## src/rtl/mips_muldiv.sv

```systemverilog
// mips_muldiv
// Multi-cycle multiply/divide unit with private HI/LO registers, sitting
// beside the execute-stage ALU. Handles MULT, MULTU, DIV, DIVU, MTHI, MTLO.
// Multiply is radix-2 shift-add and divide is restoring division, both on
// operand magnitudes. Signs are applied in a final fix-up cycle.
//
// Ports
//   clk          rising-edge clock
//   rst          synchronous active-high reset
//   md_valid     request strobe, taken only while md_busy is low
//   md_op        0=MULT 1=MULTU 2=DIV 3=DIVU 4=MTHI 5=MTLO (6/7 ignored)
//   md_op_x      multiplicand / dividend / MTHI-MTLO source
//   md_op_y      multiplier / divisor
//   md_busy      high while a multiply/divide is in flight
//   md_done      one-cycle pulse, new HI/LO already visible
//   md_div_zero  sticky divide-by-zero flag
//   md_hi        HI register (product upper half / remainder)
//   md_lo        LO register (product lower half / quotient)
module mips_muldiv #(
    parameter int WIDTH = 32
) (
    input  logic             clk,
    input  logic             rst,
    input  logic             md_valid,
    input  logic [2:0]       md_op,
    input  logic [WIDTH-1:0] md_op_x,
    input  logic [WIDTH-1:0] md_op_y,
    output logic             md_busy,
    output logic             md_done,
    output logic             md_div_zero,
    output logic [WIDTH-1:0] md_hi,
    output logic [WIDTH-1:0] md_lo
);

    localparam int               CNT_W     = $clog2(WIDTH);
    localparam logic [CNT_W-1:0] LAST_ITER = CNT_W'(WIDTH - 1);

    localparam logic [2:0] OP_MTHI = 3'd4;
    localparam logic [2:0] OP_MTLO = 3'd5;

    typedef enum logic [1:0] {
        S_IDLE,
        S_CALC,
        S_FIX
    } state_t;

    state_t           state;
    logic [CNT_W-1:0] iter;

    // Operation context captured at accept
    logic [WIDTH-1:0]   xmag;
    logic [WIDTH-1:0]   ymag;
    logic [WIDTH-1:0]   x_orig;
    logic [2*WIDTH-1:0] acc;
    logic               is_div;
    logic               neg_lo;
    logic               neg_hi;
    logic               dz;

    function automatic logic [WIDTH-1:0] cond_neg(input logic [WIDTH-1:0] a,
                                                  input logic neg);
        return neg ? -a : a;
    endfunction

    function automatic logic [2*WIDTH-1:0] cond_neg_2w(input logic [2*WIDTH-1:0] a,
                                                       input logic neg);
        return neg ? -a : a;
    endfunction

    // Request decode
    logic             accept;
    logic             op_is_md;
    logic             op_is_div;
    logic             op_signed;
    logic             x_neg;
    logic             y_neg;
    logic [WIDTH-1:0] x_abs;
    logic [WIDTH-1:0] y_abs;

    // busy is high exactly when the FSM is outside IDLE
    assign accept    = (state == S_IDLE) && md_valid;
    assign op_is_md  = ~md_op[2];
    assign op_is_div = md_op[1];
    assign op_signed = ~md_op[0];
    assign x_neg     = op_signed & md_op_x[WIDTH-1];
    assign y_neg     = op_signed & md_op_y[WIDTH-1];
    assign x_abs     = cond_neg(md_op_x, x_neg);
    assign y_abs     = cond_neg(md_op_y, y_neg);

    // Iteration step
    // Multiply: acc = {partial product, remaining multiplier bits}; add |x|
    // into the upper half when the current multiplier LSB is set, then shift
    // the whole thing right with the carry.
    logic [WIDTH:0]     mul_sum;
    logic [2*WIDTH-1:0] mul_next;

    assign mul_sum  = {1'b0, acc[2*WIDTH-1:WIDTH]} + {1'b0, (acc[0] ? xmag : '0)};
    assign mul_next = {mul_sum, acc[WIDTH-1:1]};

    // Divide: acc = {rem, quo}. The shifted remainder needs one extra bit;
    // because rem < |y| holds between steps, the top bit of the difference
    // is a clean borrow indicator. With |y| = 0 the result is overridden.
    logic [WIDTH:0]     div_shift;
    logic [WIDTH:0]     div_diff;
    logic               div_borrow;
    logic [2*WIDTH-1:0] div_next;

    assign div_shift  = acc[2*WIDTH-1:WIDTH-1];
    assign div_diff   = div_shift - {1'b0, ymag};
    assign div_borrow = div_diff[WIDTH];
    assign div_next   = div_borrow ? {div_shift[WIDTH-1:0], acc[WIDTH-2:0], 1'b0}
                                   : {div_diff[WIDTH-1:0],  acc[WIDTH-2:0], 1'b1};

    // Sign fix-up
    logic [2*WIDTH-1:0] prod_fixed;
    logic [WIDTH-1:0]   quo_fixed;
    logic [WIDTH-1:0]   rem_fixed;

    assign prod_fixed = cond_neg_2w(acc, neg_lo);
    assign quo_fixed  = cond_neg(acc[WIDTH-1:0], neg_lo);
    assign rem_fixed  = cond_neg(acc[2*WIDTH-1:WIDTH], neg_hi);

    // Datapath registers: loaded at accept, stepped in CALC, no reset needed
    always_ff @(posedge clk) begin
        if (accept && op_is_md) begin
            xmag   <= x_abs;
            ymag   <= y_abs;
            x_orig <= md_op_x;
            acc    <= {{WIDTH{1'b0}}, (op_is_div ? x_abs : y_abs)};
            is_div <= op_is_div;
            neg_lo <= x_neg ^ y_neg;
            neg_hi <= x_neg;
            dz     <= op_is_div && (md_op_y == '0);
        end else if (state == S_CALC) begin
            acc <= is_div ? div_next : mul_next;
        end
    end

    // Control FSM and architectural HI/LO
    always_ff @(posedge clk) begin
        if (rst) begin
            state       <= S_IDLE;
            iter        <= '0;
            md_busy     <= 1'b0;
            md_done     <= 1'b0;
            md_div_zero <= 1'b0;
            md_hi       <= '0;
            md_lo       <= '0;
        end else begin
            md_done <= 1'b0;
            case (state)
                S_IDLE: begin
                    if (accept) begin
                        if (op_is_md) begin
                            state       <= S_CALC;
                            iter        <= '0;
                            md_busy     <= 1'b1;
                            md_div_zero <= 1'b0;
                        end else if (md_op == OP_MTHI) begin
                            md_hi <= md_op_x;
                        end else if (md_op == OP_MTLO) begin
                            md_lo <= md_op_x;
                        end
                    end
                end
                S_CALC: begin
                    iter <= iter + 1'b1;
                    if (iter == LAST_ITER) begin
                        state <= S_FIX;
                    end
                end
                S_FIX: begin
                    if (is_div) begin
                        if (dz) begin
                            md_lo <= '1;
                            md_hi <= x_orig;
                        end else begin
                            md_lo <= quo_fixed;
                            md_hi <= rem_fixed;
                        end
                    end else begin
                        {md_hi, md_lo} <= prod_fixed;
                    end
                    md_div_zero <= dz & is_div;
                    md_busy     <= 1'b0;
                    md_done     <= 1'b1;
                    state       <= S_IDLE;
                end
                default: begin
                    state   <= S_IDLE;
                    md_busy <= 1'b0;
                end
            endcase
        end
    end

endmodule

```

## config.mk

```make
export PLATFORM = sky130hd
export DESIGN_NAME = mips_muldiv
export DESIGN_NICKNAME = d
export VERILOG_FILES = /design/src/rtl/mips_muldiv.sv
export SDC_FILE = /design/constraint.sdc
export NUM_CORES = 1
export LEC_CHECK = 0
export ABC_AREA = 0
export BUFFER_PORTS_ARGS = -buffer_cell sky130_fd_sc_hd__buf_4
export CORE_AREA = 5 5 223 203
export CTS_BUF_LIST = sky130_fd_sc_hd__clkbuf_8
export DETAILED_ROUTE_END_ITERATION = 8
export DIE_AREA = 0 0 228 208
export PLACE_DENSITY = 0.58
export SLEW_MARGIN = 20
export SYNTH_ARGS = -nofsm -noshare
export SYNTH_HDL_FRONTEND = slang
export SYNTH_SLANG_ARGS = --single-unit
```

## constraint.sdc

```tcl
create_clock -name clk -period 6.4 [get_ports clk]
set_clock_uncertainty 0.1 [all_clocks]
set_input_delay 1.28 -clock clk [delete_from_list [all_inputs] [get_ports clk]]
set_output_delay 1.28 -clock clk [all_outputs]
set_load 0.01 [all_outputs]
```

After elaboration in Yosys (flattened, before gate mapping) --
Cells that the tools add are included.
Word-level totals: output and inout bits 67, bits in registers 238, bits of input ports 70, word-level logic and storage cells 95
Cells by class: equality and inequality tests 12, muxes and demuxes 38, add/sub/neg operators 8, reductions and logical operators 14, bitwise gates (word level) 7
Operators by type and width (number):
- 32-bit two-way mux | 19
- 64-bit two-way mux | 3
- 32-bit negation | 4
- 32-bit one-hot mux with 2 select lines | 2
- 64-bit negation | 1
- 32-bit by 32-bit adder with 33-bit output | 1
- 33-bit by 32-bit subtractor with 33-bit output | 1
- 32-bit zero test | 1
- 3-bit AND reduction | 4
- 5-bit two-way mux | 2
- 5-bit one-hot mux with 2 select lines | 1
- 2-bit != test, second input constant | 4
- 3-bit equality test, second input constant | 2
- 2-bit two-way mux | 3
- 2-bit by 1-bit != test with 1-bit output, second input constant | 3
- 2-bit nonzero test | 3
- 5-bit by 1-bit adder with 5-bit output, second input constant | 1
- 5-bit equality test, second input constant | 1
- 1-bit two-way mux | 5
- 5-bit AND reduction | 1
- 1-bit one-hot mux with 2 select lines | 2
- 2-bit one-hot mux with 2 select lines | 1
- 4-bit AND reduction | 1
- 1-bit bitwise AND | 3
- 6 further kinds | 10

Depth between registers and ports, before layout --
depth in word-level cells 6, mapped depth 14, mapped depth without buffers 12

Worst setup path before layout --
No wires, ideal clock.
path kind input port to flip-flop, start point in md_op[2], end point reg acc[16] (data pin), path slack 665 ps, setup time 412 ps, buffers on the path 3, stages 7, arrival 5223 ps, path through nand2b_1 > or3_1 > clkbuf_1 > inv_1 > clkbuf_1 > clkbuf_1 > a21oi_1
On the way: longest elaborated chain between the ends 3
Ends and longest elaborated chain:
- start: declaration | RTL line 25 | input logic [2:0] md_op,
- 1-bit inverter | RTL line 82 | assign op_is_md = ~md_op[2];
- 1-bit logical AND | RTL line 125 | if (accept && op_is_md) begin
- 32-bit two-way mux | RTL line 125
- end signal: assignment | RTL line 129 | acc <= {{WIDTH{1'b0}}, (op_is_div ? x_abs : y_abs)};
- end signal: assignment | RTL line 135 | acc <= is_div ? div_next : mul_next;
- end: declaration | RTL line 54 | logic [2*WIDTH-1:0] acc;
No other way between the ends. A chain may end at the register's enable or synchronous reset.

Worst setup path in the final report --
start point reg acc[32], end point reg md_hi[30]
On the way: longest elaborated chain between the ends 5, elaborated cells between the ends (all ways) 7, those cells by class add/sub (2); mux (5)
Ends and longest elaborated chain:
- 32-bit negation | RTL line 62 | return neg ? -a : a;
- 32-bit two-way mux | RTL line 62
- 32-bit two-way mux | RTL line 174 | if (dz) begin
- 32-bit two-way mux * | RTL line 173 | if (is_div) begin
- 32-bit one-hot mux with 2 select lines * | RTL line 151 | case (state)
- end signal: assignment | RTL line 176 | md_hi <= x_orig;
- end signal: assignment | RTL line 179 | md_hi <= rem_fixed;
- end signal: assignment | RTL line 182 | {md_hi, md_lo} <= prod_fixed;
- end: declaration | RTL line 31 | output logic [WIDTH-1:0] md_hi,
Every way passes the cells marked *; elsewhere a longest branch is shown, timed or not.

==> impl_metrics.env <==
export IMPL_drt_pass1_iterations=6
export IMPL_p_clk_share_pct=26.2
export IMPL_min_to="md_hi[5]"
export IMPL_crit_buf_inv=1
export IMPL_rr_endpoint="md_hi[30]"
export IMPL_synth_flop_cell="edfxtp_1"
export IMPL_syn_avg_cell_area_um2=8.32
export IMPL_die_w_um=228
export IMPL_ir_drop_mv=0.137
export IMPL_synth_common_cells="nor2_1, a21oi_1, nand2_1, o21ai_0, edfxtp_1"
export IMPL_hpwl_um=48500
export IMPL_pre_cts_ws_ps=2130
export IMPL_clkSinkCount=237
export IMPL_drv_cap=0
export IMPL_core_area_um2=42600
export IMPL_postCtsHoldBufs=0
export IMPL_critical_path_class="reg -> reg"
export IMPL_drt_vias_per_instance=6.14
export IMPL_synth_area_um2=17300
export IMPL_pwr_share_seq_pct=37.2
export IMPL_worst_path_max_delay_cell="nor4_2"
export IMPL_slowest_delay_ps=660
export IMPL_reg2reg_depth=11
export IMPL_final_core_util_pct=45.7
export IMPL_synth_nets=2215
export IMPL_multi_input_comb_area_um2=10500
export IMPL_min_path_type="reg -> reg"
export IMPL_gp_congestion=0.924
export IMPL_whs_path_depth=2
export IMPL_finalSetupTns_ps=0
export IMPL_slew_headroom_pct=29.6
export IMPL_placementRows=72
export IMPL_end_kind="register"
export IMPL_syn_to_final_growth_pct=12.9
export IMPL_seqCellArea_um2=6060
export IMPL_post_cts_resized=0
export IMPL_status="completed"
export IMPL_clkLatencyLatePin_ps=570
export IMPL_synth_cell_types=78
export IMPL_ys_ff_latch=237
export IMPL_synth_enable_flop_cells=131
export IMPL_tightest_slew_ps=1060
export IMPL_grt_pass1_vias=15900
export IMPL_critical_path_required_ps=6810
export IMPL_antenna_found_initial=0
export IMPL_switching_power_mw=2.18
export IMPL_async_reset_ff_share_pct=0
export IMPL_totalWireLength_um=64900
export IMPL_hold_violations=0
export IMPL_leakage_nw=7.69
export IMPL_drtIter0Drc=1627
export IMPL_path_max_fanout=9
export IMPL_grt_overflow_total=0
export IMPL_fin_crit_sh_pct=63.5
export IMPL_synth_warnings=0
export IMPL_crit_family="simple AND/OR/NAND/NOR gates"
export IMPL_yosysTopAreaCell="edfxtp_1"
export IMPL_reg2reg_from="acc[32]"
export IMPL_cp_arrival_ps=4480
export IMPL_cts_tree="yes"
export IMPL_worstHoldStart="md_hi[5]"
export IMPL_timing_fmax_ghz=0.246
export IMPL_grt_max_degree=107
export IMPL_setup_slack_ps=2340
export IMPL_cts_setup_buffers=0
export IMPL_synthCells=2073
export IMPL_placed_area_um2=18700
export IMPL_io_buffers=136
export IMPL_io_pins=137
export IMPL_final_layout_size_suffix_gt1_share_pct=11.9
export IMPL_diodes=0
export IMPL_yosysMostFrequentCell="nor2_1"
export IMPL_stdcell_area_um2=19500
export IMPL_final_nets=2284
export IMPL_fin_crit_ps=4060
export IMPL_r2r_setup_slack_ps=2340
export IMPL_grt_setup_unrepaired="false"
export IMPL_cts_root_buf="clkbuf_8"
export IMPL_drtAntennaViolNets=0
export IMPL_clk_path_buf_depth=3
export IMPL_crit_path_cell_trace="inv_1 > ha_1 > or3b_2 > nor4_2 > nand4_1 > nor3b_1 > a21oi_1 > o21ai_0 > o31ai_1 > o311ai_1 > o211a_1"
export IMPL_final_setup_viol_count=0
export IMPL_grt_total_usage_pct=26.1
export IMPL_synth_top_cell_area_share_pct=22.8
export IMPL_clk_pin_slew_worst_paths_ps=60
export IMPL_drc=0
export IMPL_cts_buffers_inserted=43
export IMPL_p_per_area_nw_per_um2=280
export IMPL_synthTopCellsByArea="edfxtp_1, dfxtp_1, a21oi_1"
export IMPL_p_int_mw=3.28
export IMPL_critPathLaunchType="register"
export IMPL_die_area_um2=47400
export IMPL_wl_per_cell_um=23.8
export IMPL_die_h_um=208
export IMPL_maxSlewViolCount=0
export IMPL_via_count=16800
export IMPL_n_fill_cell=4221
export IMPL_netSwitchingFraction_pct=39.9
export IMPL_initial_core_util_pct=40.5
export IMPL_combPwrFrac_pct=36.7
export IMPL_grt_pass1_wl_um=98100
export IMPL_htree_num_levels=2
export IMPL_ys_seq_area_share_pct=35.1
[power by group through the flow]
stage / combinational, mW / sequential [mW] / clock [mW]
final: 2.00 / 2.03 / 1.43
after global routing: 2.20 / 2.04 / 1.52
after CTS: 1.97 / 2.02 / 1.45
after detailed placement: 1.96 / 2.06 / 0
after global placement: 1.94 / 2.06 / 0
after floorplan: 1.47 / 1.90 / 0
[worst max path at each step]
stage,from,endpoint,slack (ps),cells past startpoint
global route,acc[50],acc[62],2180,10
CTS,acc[32],md_hi[30],2440,11
finish,acc[32],md_hi[30],2340,11
global placement,md_op_x[13],acc[29],2220,9
floorplan,md_op[2],acc[16],670,7
detailed placement,md_op_x[13],acc[29],2130,9
[metal layers]
metal  share of wire, %  up-vias  global-route usage, %
li1                   -     7779                      -
met3                8.3      122                   4.93
met1                 45     8129                   37.2
met4                3.1        0                   7.41
met5                  0        -                      0
met2                 44      733                   40.5
[worst register-to-register path, stage by stage, from the launching register on]
cell and delay, ps:
dfxtp_1 400, inv_1 170, ha_1 340, or3b_2 520
nor4_2 660, nand4_1 400, nor3b_1 420, a21oi_1 150
o21ai_0 200, o31ai_1 120, o311ai_1 350, o211a_1 190
[cells in the final DEF, fill, tap and decap left out, types with 36 or more instances in the layout]
cell type | Yosys | routed
xnor2_1 | 87 | 87
clkbuf_8 | 0 | 49
inv_1 | 62 | 77
nor2_1 | 205 | 202
nor3_1 | 56 | 56
nand2_1 | 187 | 187
a21oi_1 | 190 | 190
edfxtp_1 | 131 | 131
mux2i_1 | 43 | 43
ha_1 | 70 | 70
a21o_1 | 36 | 36
dfxtp_1 | 106 | 106
a211oi_1 | 40 | 40
o21ai_0 | 152 | 152
buf_4 | 0 | 158
and2_1 | 43 | 42
xor2_1 | 79 | 79
nor2b_1 | 42 | 39
[flip-flops by register name, indices dropped and copies added, names as in the netlist]
| name | cells |
|---|---|
| xmag | 32 |
| dz | 1 |
| x_orig | 31 |
| md_busy | 1 |
| md_hi | 32 |
| neg_hi | 1 |
| ymag | 32 |
| md_lo | 32 |
| state | 2 |
| iter | 5 |
| md_div_zero | 1 |
| acc | 64 |
| md_done | 1 |
| is_div | 1 |
| neg_lo | 1 |
[stage by stage]
step / hold WS, ps / std cells / power, mW
after global routing: 380 / 2730 / 5.75
after global placement: 344 / 2652 / 3.99
final: 358 / 2730 / 5.46
after floorplan: 352 / 2073 / 3.37
after detailed placement: 349 / 2652 / 4.01
after CTS: 358 / 2730 / 5.44
[kinds of logic (layout without fill, tap and decap cells)]
group                      count (synthesis)  count (layout)  share of synthesized area [%]
and+or+nand+nor                          700             700                           19.8
AOI/OAI and AO/OA                        646             646                           23.8
buffers and inverters                    199             301                           4.39
xor gates and xnor gates                 166             166                           8.43
adders and majority gates                 72              72                           5.31
muxes                                     53              53                           3.15
DFF                                      237             237                           35.1
[area by class of cell]
cell class,count,area share [%]
multi-input cells,1637,53.7
clock inverters,29,0.758
repair buffers,159,6.19
inverters,64,1.26
well taps,555,3.56
flip-flops and latches,237,31.1
clock buffers,49,3.46
No activity file was read; power rests on OpenSTA's default activity.
